### src/rtl/pipeline_hazard_ctrl.sv
// -----------------------------------------------------------------------------
// pipeline_hazard_ctrl
//
// Hazard and stall scheduler for a 5-stage RV32I pipeline (IF-ID-EX-MEM-WB).
//
// Operation
//   A 3-entry scoreboard (EX, MEM, WB) records the destination register of
//   every instruction in flight. It is used to detect read-after-write hazards
//   for the instruction currently in ID.
//   A taken branch or jump in EX flushes IF/ID and ID/EX.
//   A hazard freezes PC and IF/ID and sends a bubble into ID/EX.
//   The stall length is not counted by a timer. It ends by itself once the
//   producing instruction has moved far enough down the scoreboard.
//
// Parameters
//   WB_BYPASS  1: the register file is write-first, so a match in WB is not a
//                 hazard.
//              0: a match in WB also stalls.
//   CNT_W      Width of the saturating stall and flush performance counters.
//
// Configuration macro
//   FORWARD_EN  When defined, EX/MEM->EX forwarding exists. The only hazard
//               left is load-use: a load in EX whose rd matches a source
//               register of the instruction in ID.
//               When undefined, EX and MEM matches stall, and WB matches also
//               stall if WB_BYPASS is 0.
//
// Ports
//   clk_HZD, rst_HZD          Clock; asynchronous active-high reset.
//   rs1_addr_HZD/rs2_addr_HZD Source registers of the instruction in ID.
//   rs1_used_HZD/rs2_used_HZD The instruction in ID actually reads rs1 / rs2.
//   rd_addr_HZD, RegWrite_HZD Destination register of the instruction in ID,
//                             and whether it is written.
//   MemRead_HZD               The instruction in ID is a load.
//   taken_EX_HZD              The branch/jump in EX redirects the PC in this
//                             cycle.
//   en_PC_HZD, en_IFID_HZD    Register enables for PC and IF/ID.
//   NOP_IFID_HZD/NOP_IDEX_HZD Bubble insertion into IF/ID and ID/EX.
//   state_HZD                 Registered decision of the previous cycle:
//                             00 RUN, 01 STALL, 10 FLUSH.
//   stall_cnt_HZD             Number of stalled cycles (saturating).
//   flush_cnt_HZD             Number of flush events (saturating).
// -----------------------------------------------------------------------------
module pipeline_hazard_ctrl #(
    parameter int WB_BYPASS = 1,
    parameter int CNT_W     = 16
) (
    input  logic             clk_HZD,
    input  logic             rst_HZD,
    input  logic [4:0]       rs1_addr_HZD,
    input  logic [4:0]       rs2_addr_HZD,
    input  logic             rs1_used_HZD,
    input  logic             rs2_used_HZD,
    input  logic [4:0]       rd_addr_HZD,
    input  logic             RegWrite_HZD,
    input  logic             MemRead_HZD,
    input  logic             taken_EX_HZD,
    output logic             en_PC_HZD,
    output logic             en_IFID_HZD,
    output logic             NOP_IFID_HZD,
    output logic             NOP_IDEX_HZD,
    output logic [1:0]       state_HZD,
    output logic [CNT_W-1:0] stall_cnt_HZD,
    output logic [CNT_W-1:0] flush_cnt_HZD
);

    typedef enum logic [1:0] {
        ST_RUN   = 2'b00,
        ST_STALL = 2'b01,
        ST_FLUSH = 2'b10
    } state_t;

    typedef struct packed {
        logic       v;
        logic [4:0] rd;
        logic       ld;
    } sb_entry_t;

    // Scoreboard slots: index 0 = EX, 1 = MEM, 2 = WB.
    sb_entry_t [2:0]  sb_reg;
    sb_entry_t        id_entry;
    state_t           state_reg, state_next;
    logic [CNT_W-1:0] stall_cnt_reg;
    logic [CNT_W-1:0] flush_cnt_reg;
    logic [2:0]       hit_rs1, hit_rs2;
    logic             hazard;

    // Writes to x0 never create a dependency, so they enter the scoreboard
    // as invalid entries.
    assign id_entry.v  = RegWrite_HZD && (rd_addr_HZD != 5'd0);
    assign id_entry.rd = rd_addr_HZD;
    assign id_entry.ld = MemRead_HZD;

    // Per-stage match logic.
    // STAGE_CHK removes at elaboration time the stages that can never cause
    // a hazard in this configuration.
    // NEED_LD limits a match to load producers.
    generate
        for (genvar gi = 0; gi < 3; gi++) begin : g_match
`ifdef FORWARD_EN
            localparam bit STAGE_CHK = (gi == 0);
            localparam bit NEED_LD   = 1'b1;
`else
            localparam bit STAGE_CHK = (gi < 2) || (WB_BYPASS == 0);
            localparam bit NEED_LD   = 1'b0;
`endif
            assign hit_rs1[gi] = STAGE_CHK && sb_reg[gi].v
                                 && (sb_reg[gi].rd == rs1_addr_HZD)
                                 && (!NEED_LD || sb_reg[gi].ld);
            assign hit_rs2[gi] = STAGE_CHK && sb_reg[gi].v
                                 && (sb_reg[gi].rd == rs2_addr_HZD)
                                 && (!NEED_LD || sb_reg[gi].ld);
        end
    endgenerate

    assign hazard = (rs1_used_HZD && (rs1_addr_HZD != 5'd0) && (|hit_rs1))
                 || (rs2_used_HZD && (rs2_addr_HZD != 5'd0) && (|hit_rs2));

    // Next-state and output decision.
    // Reset forces the run values, so taken_EX_HZD has no effect during reset.
    always_comb begin
        state_next   = ST_RUN;
        en_PC_HZD    = 1'b1;
        en_IFID_HZD  = 1'b1;
        NOP_IFID_HZD = 1'b0;
        NOP_IDEX_HZD = 1'b0;
        if (rst_HZD) begin
            state_next = ST_RUN;
        end else if (taken_EX_HZD) begin
            // A flush has priority over a stall: the dependent instruction is
            // on the wrong path anyway.
            state_next   = ST_FLUSH;
            NOP_IFID_HZD = 1'b1;
            NOP_IDEX_HZD = 1'b1;
        end else if (hazard) begin
            state_next   = ST_STALL;
            en_PC_HZD    = 1'b0;
            en_IFID_HZD  = 1'b0;
            NOP_IDEX_HZD = 1'b1;
        end
    end

    always_ff @(posedge clk_HZD or posedge rst_HZD) begin
        if (rst_HZD) begin
            state_reg <= ST_RUN;
        end else begin
            state_reg <= state_next;
        end
    end

    // The scoreboard advances every cycle. The bubble that goes into ID/EX
    // on a stall or a flush also goes into the EX slot, so the stalled
    // producer keeps draining.
    always_ff @(posedge clk_HZD or posedge rst_HZD) begin
        if (rst_HZD) begin
            sb_reg <= '0;
        end else begin
            sb_reg[2] <= sb_reg[1];
            sb_reg[1] <= sb_reg[0];
            if (taken_EX_HZD || hazard) begin
                sb_reg[0] <= '0;
            end else begin
                sb_reg[0] <= id_entry;
            end
        end
    end

    always_ff @(posedge clk_HZD or posedge rst_HZD) begin
        if (rst_HZD) begin
            stall_cnt_reg <= '0;
            flush_cnt_reg <= '0;
        end else begin
            if (hazard && !taken_EX_HZD && (stall_cnt_reg != '1)) begin
                stall_cnt_reg <= stall_cnt_reg + CNT_W'(1);
            end
            if (taken_EX_HZD && (flush_cnt_reg != '1)) begin
                flush_cnt_reg <= flush_cnt_reg + CNT_W'(1);
            end
        end
    end

    assign state_HZD     = state_reg;
    assign stall_cnt_HZD = stall_cnt_reg;
    assign flush_cnt_HZD = flush_cnt_reg;

endmodule

### config.mk
export PLATFORM = sky130hd
export DESIGN_NAME = pipeline_hazard_ctrl
export DESIGN_NICKNAME = d
export VERILOG_FILES = /design/src/rtl/pipeline_hazard_ctrl.sv
export SDC_FILE = /design/constraint.sdc
export NUM_CORES = 1
export LEC_CHECK = 0
export CORE_ASPECT_RATIO = 0.5
export CORE_MARGIN = 2
export CORE_UTILIZATION = 35
export DETAILED_ROUTE_END_ITERATION = 8
export PLACE_DENSITY = 0.68
export SLEW_MARGIN = 10
export SYNTH_ARGS = -nofsm -noshare
export SYNTH_HDL_FRONTEND = slang
export SYNTH_SLANG_ARGS = --single-unit
### constraint.sdc
create_clock -name clk_HZD -period 2.7 [get_ports clk_HZD]
set_clock_uncertainty 0.15 [all_clocks]
set_input_delay 0.54 -clock clk_HZD [delete_from_list [all_inputs] [get_ports clk_HZD]]
set_output_delay 0.54 -clock clk_HZD [all_outputs]
set_load 0.05 [all_outputs]
# Word-level counts from Yosys, hierarchy flattened
# Index checks and enable logic that the tools add are counted.
# word_totals
regBits	46
inputBits	22
output_inout_bits	38
word_cells	47
# classes
add_sub_neg	2
eq_ne	6
n_mux	12
reduce_logical	20
# ops
op	count
16-bit by 1-bit adder with 16-bit output (second input constant)	2
16-bit inequality test (second input constant)	2
5-bit == test	4
5-bit nonzero test	3
1-bit logical AND	12
1-bit two-way mux	9
7-bit two-way mux	1
2-bit two-way mux	2
2-bit OR reduction	2
1-bit logical OR	2
1-bit zero test	1

# Longest topological paths before layout
# Gate-level depths: netlist of the first run.
# depth
depth_word	8
ltp_mapped	9
mapped_depth_nobuf	7

# Worst setup path after synthesis of the first run
# No wires, ideal clock.
# synth_path
path_type	input to output
startpoint	input port rst_HZD
endpoint	output port en_PC_HZD
arrival_ps	2609
required_time_ps	2010
path_slack_ps	-599
path_stages	3
n_path_buf	1
cell_sequence	inv_1 -> nand2_1 -> buf_4
# synth_between
elab_chain_len	1
# synth_rtl
item	line	text
from (decl)	49	input logic rst_HZD,
1-bit two-way mux	-	
to (decl)	58	output logic en_PC_HZD,
# Every way passes these cells.

# Worst setup path after layout of the first run
# layout_path
startpoint	input port rs2_addr_HZD[4]
endpoint	output port en_PC_HZD
# layout_between
elab_chain_len	8
elab_cells_between_ends	12
classes_between	eq/ne: 2; mux: 3; reduce/logical: 7
# layout_rtl
item	line	text
from (decl)	51	input logic [4:0] rs2_addr_HZD,
5-bit == test	111	&& (sb_reg[gi].rd == rs2_addr_HZD)
1-bit logical AND	111	
2-bit OR reduction	117	|| (rs2_used_HZD && (rs2_addr_HZD != 5'd0) && (|hit_rs2));
1-bit logical AND (*)	117	
1-bit logical OR (*)	117	
1-bit two-way mux (*)	135	end else if (hazard) begin
1-bit two-way mux (*)	129	end else if (taken_EX_HZD) begin
1-bit two-way mux (*)	127	if (rst_HZD) begin
# Mark *: on every way between the ends. The rest lies on a longest branch, timed or not.

==> flow_metrics.tcl, run 1 <==
set metrics [dict create \
    post_detailed_placement_half_perimeter_wirelength_um 3758 \
    antenna_found_initial 0 \
    timing_worst_slew_pin_value_ns 0.5753 \
    timing.critical_path.arrival_ns 1.98 \
    wire_per_inst_um 14.00 \
    gpl.final_weighted_congestion 0.7800 \
    post-route-drc-count 0 \
    power_density_nw_per_um2 606.1 \
    ys.warnings.count 0 \
    detail_route.wirelength_um 5236 \
    grt_start_max_net_pins 47 \
    synth-seq-area-share_pct 51.28 \
    synth_ff_type "dfrtp_1" \
    fmax_ghz 0.3750 \
    share_of_cell_area_taken_by_muxes_after_synthesis_pct 0.9476 \
    start_of_the_worst_register_to_register_path "sb_reg[10]" \
    placement.io_buffers 58 \
    period_share_pct 98.76 \
    power.switching_fraction_pct 34.40 \
    postSynthAreaPerCell_um2 11.06 \
    yosys-top-cells-area "dfrtp_1 (51%), xnor2_1 (9.8%), xor2_1 (8.6%)" \
    initial_utilization_pct 36.61 \
    worstSkewPairLatency_ns 0.29 \
    synth_async_sr_flop_share_pct 100.0 \
    slew_viol_final 0 \
    worst_setup_hold_path_clk_slew_ns 0.06 \
    fillCellCount 537 \
    die_span_in_y_um 60.63 \
    dieWidth_um 117.3 \
    synth_cell_types 42 \
    report.final.setup_viol 0 \
    setup.worst_path.end_class "output port" \
    worst-path-max-fanout 3 \
    hold_viol 0 \
    p_leak_nw 1.459 \
    ant_diodes 0 \
    post_route_cells_drive_above_1_share_pct 21.33 \
    crit_required_ns 2.01 \
    synthDominantCellAreaShare_pct 51.28 \
    global_route_wire_length_before_repair_um 8763 \
    first_drt_iteration_drcs 73 \
    power.share.sequential_pct 42.0 \
    synth_xor_area_share_pct 18.34 \
    total_iterations_of_the_first_detailed_routing_run 4 \
    hold_class "flop to flop" \
    clock_power_share_pct 30.7 \
    max_slew_margin_pct 61.65 \
    synth_enable_flop_cells 0 \
    cts_max_level 2 \
    share_of_synthesized_cell_area_in_full_adder_half_adder_and_majority_cells_pct 1.115 \
    rows 20 \
    synthDominantAreaCellType "dfrtp_1" \
    switching_power_w 0.0006880 \
    crit_path_kind "input port to output port" \
    combPwrFrac_pct 27.2 \
    fin_ws_ns 0.03353 \
    synth-seq-cells 46 \
    io-pin-count 60 \
    routed_via_density 4.797 \
    groute.usage.overall_pct 15.98 \
    globalRoute.totalOverflow 0 \
    vdd_drop_max_uv 374.9 \
    setup_repair_after_global_routing_missed_its_margin "true" \
    timing.max_cap.violations 0 \
    cts-buffers-inserted 5 \
    min_period_ns 2.666 \
    synth-compound-area-share_pct 7.302 \
    clk_root_buffer_cell "clkbuf_16" \
    dp_worst_setup_slack_ns -0.3213 \
    num-nets-final 309 \
    syn-instance-count 203 \
    antenna_left 0 \
    vias 1794 \
    synth_top_family_by_area "simple AND/OR/NAND/NOR gates" \
    simple_gate_area_share_of_the_yosys_netlist_pct 18.78 \
    cts.hold.buffers_added 0 \
    origin_of_the_worst_min_delay_path "sb_reg[6]" \
    coreArea_um2 6131 \
    syn-num-nets 227 \
    setup_crit_start_kind "input port" \
    synthToLayoutAreaGrowth_pct 46.99 \
    cts_sinks 46 \
    hold-worst-slack_ns 0.2583 \
    outcome "finished clean" \
    fp.dieArea_um2 7109 \
    first_global_vias 1904 \
    cts_tree "done" \
    worst_setup_path_startpoint "rs2_addr_HZD[4]" \
    clk_path_buf_depth 2 \
    post_synth_instance_area_um2 2245 \
    cell_internal_pwr_w 0.001312 \
]
==> stage by stage <==
step / setup TNS [ns] / instance area, um^2 / utilization [%] / std cells / power, W
after global routing: -0.1043 / 3299 / 53.82 / 374 / 0.002081
after CTS: 0 / 3269 / 53.33 / 372 / 0.002011
final: 0 / 3299 / 53.82 / 374 / 0.002000
after detailed placement: -2.049 / 3047 / 49.69 / 357 / 0.001385
after floorplan: -0.009320 / 2253 / - / 203 / 0.001168
after global placement: -1.231 / 3047 / 49.69 / 357 / 0.001372
==> final cells by class <==
type                    instances  area [um^2]  share of cell area (%)
repair buffers                 79        745.7                   22.60
well taps                      88        110.1                   3.337
clock inverters                 3        23.77                  0.7205
clock buffers                   5        125.1                   3.792
flip-flops and latches         46         1151                   34.89
multi-input cells             147         1117                   33.86
inverters                       6        26.28                  0.7964
==> synthesized netlist by cell type, types with 4 or more instances <==
cell     number
nand2_1      13
nand3_1      17
nor2_1       10
dfrtp_1      46
xnor2_1      25
xor2_1       22
and3_1        5
nor4_1        4
nand4_1       5
inv_1         6
and2_1        8
and4_1        5
==> routing by layer <==
layer  GRT usage [%]  wire length, um
met1           20.16             2347
met2           27.83             2614
met3           3.497              190
met4           5.546               83
met5               0                0
==> cells by family (layout without fill, tap and decap cells) <==
family | after synthesis | after routing
adders and majority gates | 2 | 2
AOI/OAI and AO/OA | 19 | 19
muxes | 2 | 2
DFF | 46 | 46
xor gates and xnor gates | 47 | 47
and+or+nand+nor | 77 | 77
buffers and inverters | 10 | 93
==> final timing paths <==
kind                                endpoint  slack, ns  cells past startpoint
setup / recovery                   en_PC_HZD       0.03                      8
hold / removal                    sb_reg[13]       0.26                      0
setup reg to reg            stall_cnt_HZD[8]       0.22                      9
hold reg to reg                   sb_reg[13]       0.26                      0
max in group asynchronous         sb_reg[12]       1.24                      3
min in group asynchronous  stall_cnt_HZD[11]       0.77                      3
==> placed cells by master (no fill, tap or decap), drive strengths merged, types with 3 or more instances in the layout <==
| cell | instances |
|---|---|
| inv | 6 |
| nor4 | 4 |
| clkdlybuf4s50 | 44 |
| clkbuf | 9 |
| buf | 28 |
| xnor2 | 25 |
| clkinvlp | 3 |
| and4 | 5 |
| dfrtp | 46 |
| xor2 | 22 |
| nand2 | 13 |
| nand4 | 5 |
| nor2 | 11 |
| and2 | 9 |
| and3 | 6 |
| nand3 | 17 |
| o22ai | 3 |
==> what timing repair did <==
action                                  4_1_cts  5_1_grt
hold endpoints to repair                      0        0
endpoints found under the setup margin        3        3
pin swaps                                    12       13
gates resized for setup                      29       13
setup buffers                                 7        2
==> power by group through the flow <==
stage / registers, W / clock network, W / logic (W)
6_report: 0.000841 / 0.000615 / 0.000544
5_1_grt: 0.000856 / 0.000648 / 0.000577
4_1_cts: 0.000840 / 0.000631 / 0.000540
3_5_place_dp: 0.000852 / 0 / 0.000533
3_3_place_gp: 0.000850 / 0 / 0.000521
2_1_floorplan: 0.00103 / 0 / 0.000138
==> critical path, stage by stage <==
cell,delay [ns]
clkdlybuf4s15_1,0.22
xor2_1,0.17
nor4_2,0.28
a32oi_2,0.18
buf_4,0.18
o22ai_4,0.15
nand2_4,0.10
buf_12,0.15
Note: power is estimated with default switching activity, not from simulation.
==> inputs of run 2 (changes only) <==
--- a/config.mk
+++ b/config.mk
@@ -5,6 +5,7 @@
 export SDC_FILE = /design/constraint.sdc
 export NUM_CORES = 1
 export LEC_CHECK = 0
+export ABC_CLOCK_PERIOD_IN_PS = 2700
 export CORE_ASPECT_RATIO = 0.5
 export CORE_MARGIN = 2
 export CORE_UTILIZATION = 35
==> results of run 2 <==
Final layout, timing and power as in run 1 (identical DEF).
==> inputs of run 3 (changes only) <==
--- a/config.mk
+++ b/config.mk
@@ -8,9 +8,9 @@
 export ABC_CLOCK_PERIOD_IN_PS = 2700
 export CORE_ASPECT_RATIO = 0.5
 export CORE_MARGIN = 2
-export CORE_UTILIZATION = 35
+export CORE_UTILIZATION = 48
 export DETAILED_ROUTE_END_ITERATION = 8
-export PLACE_DENSITY = 0.68
+export PLACE_DENSITY = 0.86
 export SLEW_MARGIN = 10
 export SYNTH_ARGS = -nofsm -noshare
 export SYNTH_HDL_FRONTEND = slang
==> flow_metrics.tcl, run 3 (synthesized netlist as in run 1, its figures left out) <==
set metrics [dict create \
    reg2reg_setup_slack_ns 0.38 \
    timing.max_cap.violations 0 \
    post_route_cells_drive_above_1_share_pct 23.37 \
    rows 17 \
    fmax_ghz 0.3699 \
    worstRegToRegCells 8 \
    fillCellCount 280 \
    start_of_the_worst_register_to_register_path "sb_reg[12]" \
    min_period_ns 2.704 \
    final_util_pct 72.87 \
    coreArea_um2 4446 \
    clk_path_buf_depth 2 \
    die_span_in_y_um 52.36 \
    fin_area_um2 3239 \
    first_drt_iteration_drcs 72 \
    gr-usage-met3_pct 4.533 \
    clock_power_share_pct 24.2 \
    wire_per_inst_um 16.04 \
    power.switching_fraction_pct 36.06 \
    detail_route.wirelength_um 5583 \
    max_slew_margin_pct 61.85 \
    global_route_wire_length_before_repair_um 8790 \
    placement.io_buffers 58 \
    vdd_drop_max_uv 685.3 \
    hold_class "flop to flop" \
    io-pin-count 60 \
    placed_cells 328 \
    totalPowerFinal_w 0.001836 \
    multi_input_area_um2 1099 \
    grt_util_met1_pct 26.50 \
    crit_path_kind "input port to output port" \
    final_cell_mix "dfrtp_1 (46), clkdlybuf4s50_1 (44), xnor2_1 (25)" \
    worst_setup_hold_path_clk_slew_ns 0.08 \
    worst_setup_path_startpoint "rs1_addr_HZD[1]" \
    synthToLayoutAreaGrowth_pct 44.31 \
    dieWidth_um 100.7 \
    outcome "finished, violations left" \
    hold_viol 0 \
    cts-buffers-inserted 5 \
    post_detailed_placement_half_perimeter_wirelength_um 3932 \
    p_leak_nw 1.461 \
    clk_root_buffer_cell "clkbuf_8" \
    final-seq-area_um2 1151 \
    power_density_nw_per_um2 566.6 \
    grt_start_max_net_pins 47 \
    setup.worst_path.end_class "output port" \
    initial_utilization_pct 50.49 \
    worstSkewPairLatency_ns 0.30 \
    post-route-drc-count 0 \
    first_global_vias 1922 \
    timing_worst_slew_pin_value_ns 0.5723 \
    fin_ws_ns -0.003579 \
    routed_via_density 5.333 \
    setup_crit_start_kind "input port" \
    layoutNonFillerInstCount 348 \
    ant_diodes 0 \
    vias 1856 \
    globalRoute.totalOverflow 0 \
    worstReg2RegEnd "stall_cnt_HZD[1]" \
    crit_required_ns 2.01 \
    cts_sinks 46 \
    grt_util_met2_pct 40.33 \
    layout.cells.most_common "dfrtp_1" \
    timing.critical_path.arrival_ns 2.01 \
    gpl.final_weighted_congestion 0.9321 \
    groute.usage.overall_pct 22.19 \
    slew_viol_final 0 \
    cts_max_level 2 \
    period_share_pct 100.1 \
    cts_tree "done" \
    critical_path.endpoint "NOP_IDEX_HZD" \
    setup_repair_after_global_routing_missed_its_margin "true" \
    hold-worst-slack_ns 0.2865 \
    switching_power_w 0.0006619 \
    cell_internal_pwr_w 0.001174 \
    total_iterations_of_the_first_detailed_routing_run 4 \
    report.final.setup_viol 1 \
    violations_in_the_final_reports "negative setup slack" \
    fp.dieArea_um2 5273 \
    combPwrFrac_pct 29.9 \
    antenna_found_initial 0 \
    placed_cell_area_um2 3023 \
    grt.busiest_layer "met2" \
    cts.hold.buffers_added 0 \
    power.share.sequential_pct 45.9 \
    worst-path-max-fanout 3 \
    antenna_left 0 \
    num-nets-final 314 \
]
-- run 3: layout make-up --
type / instances / share of cell area (%)
clock buffers: 6 / 2.549
clock inverters: 2 / 0.3862
inverters: 6 / 0.8111
multi-input cells: 147 / 33.91
flip-flops and latches: 46 / 35.53
well taps: 57 / 2.202
repair buffers: 84 / 24.60
-- run 3: worst min path at each step --
stage               startpoint          to  slack (ns)  cells past startpoint
floorplan            sb_reg[6]  sb_reg[13]        0.21                      0
global route         sb_reg[6]  sb_reg[13]        0.29                      0
finish               sb_reg[6]  sb_reg[13]        0.29                      0
detailed placement   sb_reg[6]  sb_reg[13]        0.25                      0
global placement     sb_reg[6]  sb_reg[13]        0.24                      0
CTS                  sb_reg[6]  sb_reg[13]        0.26                      0
-- run 3: timing repair --
item	CTS	global route
gates resized for setup	33	14
pin swaps	14	10
setup endpoints to repair	3	13
buffers inserted	10	2
-- run 3: per-stage QoR --
step / worst slack [ns] / TNS (ns)
2_1_floorplan: -0.009320 / -0.009320
3_3_place_gp: -0.2577 / -0.9826
3_5_place_dp: -0.3008 / -2.255
4_1_cts: 0.0001856 / 0
5_1_grt: -0.09540 / -0.1924
6_report: -0.003579 / -0.003579
-- run 3: critical path, cell delays in order --
cell and delay [ns]:
clkdlybuf4s15_1 0.22, buf_6 0.15, xnor2_1 0.11, and2_1 0.16
a32oi_2 0.28, o22ai_2 0.15, nor2_2 0.17, nor2_2 0.07
buf_12 0.15
-- run 3: routing by layer --
metal	wire (um)	share of wire [%]
met3	185	3.3
met4	74	1.3
met5	0	0
met2	2880	52
met1	2443	44
-- run 3: power by group through the flow --
stage               clock [W]  sequential, W  combinational, W
global route         0.000474       0.000853          0.000579
finish               0.000444       0.000842          0.000549
detailed placement          0       0.000853          0.000540
global placement            0       0.000847          0.000520
CTS                  0.000442       0.000841          0.000552
floorplan                   0        0.00103          0.000138
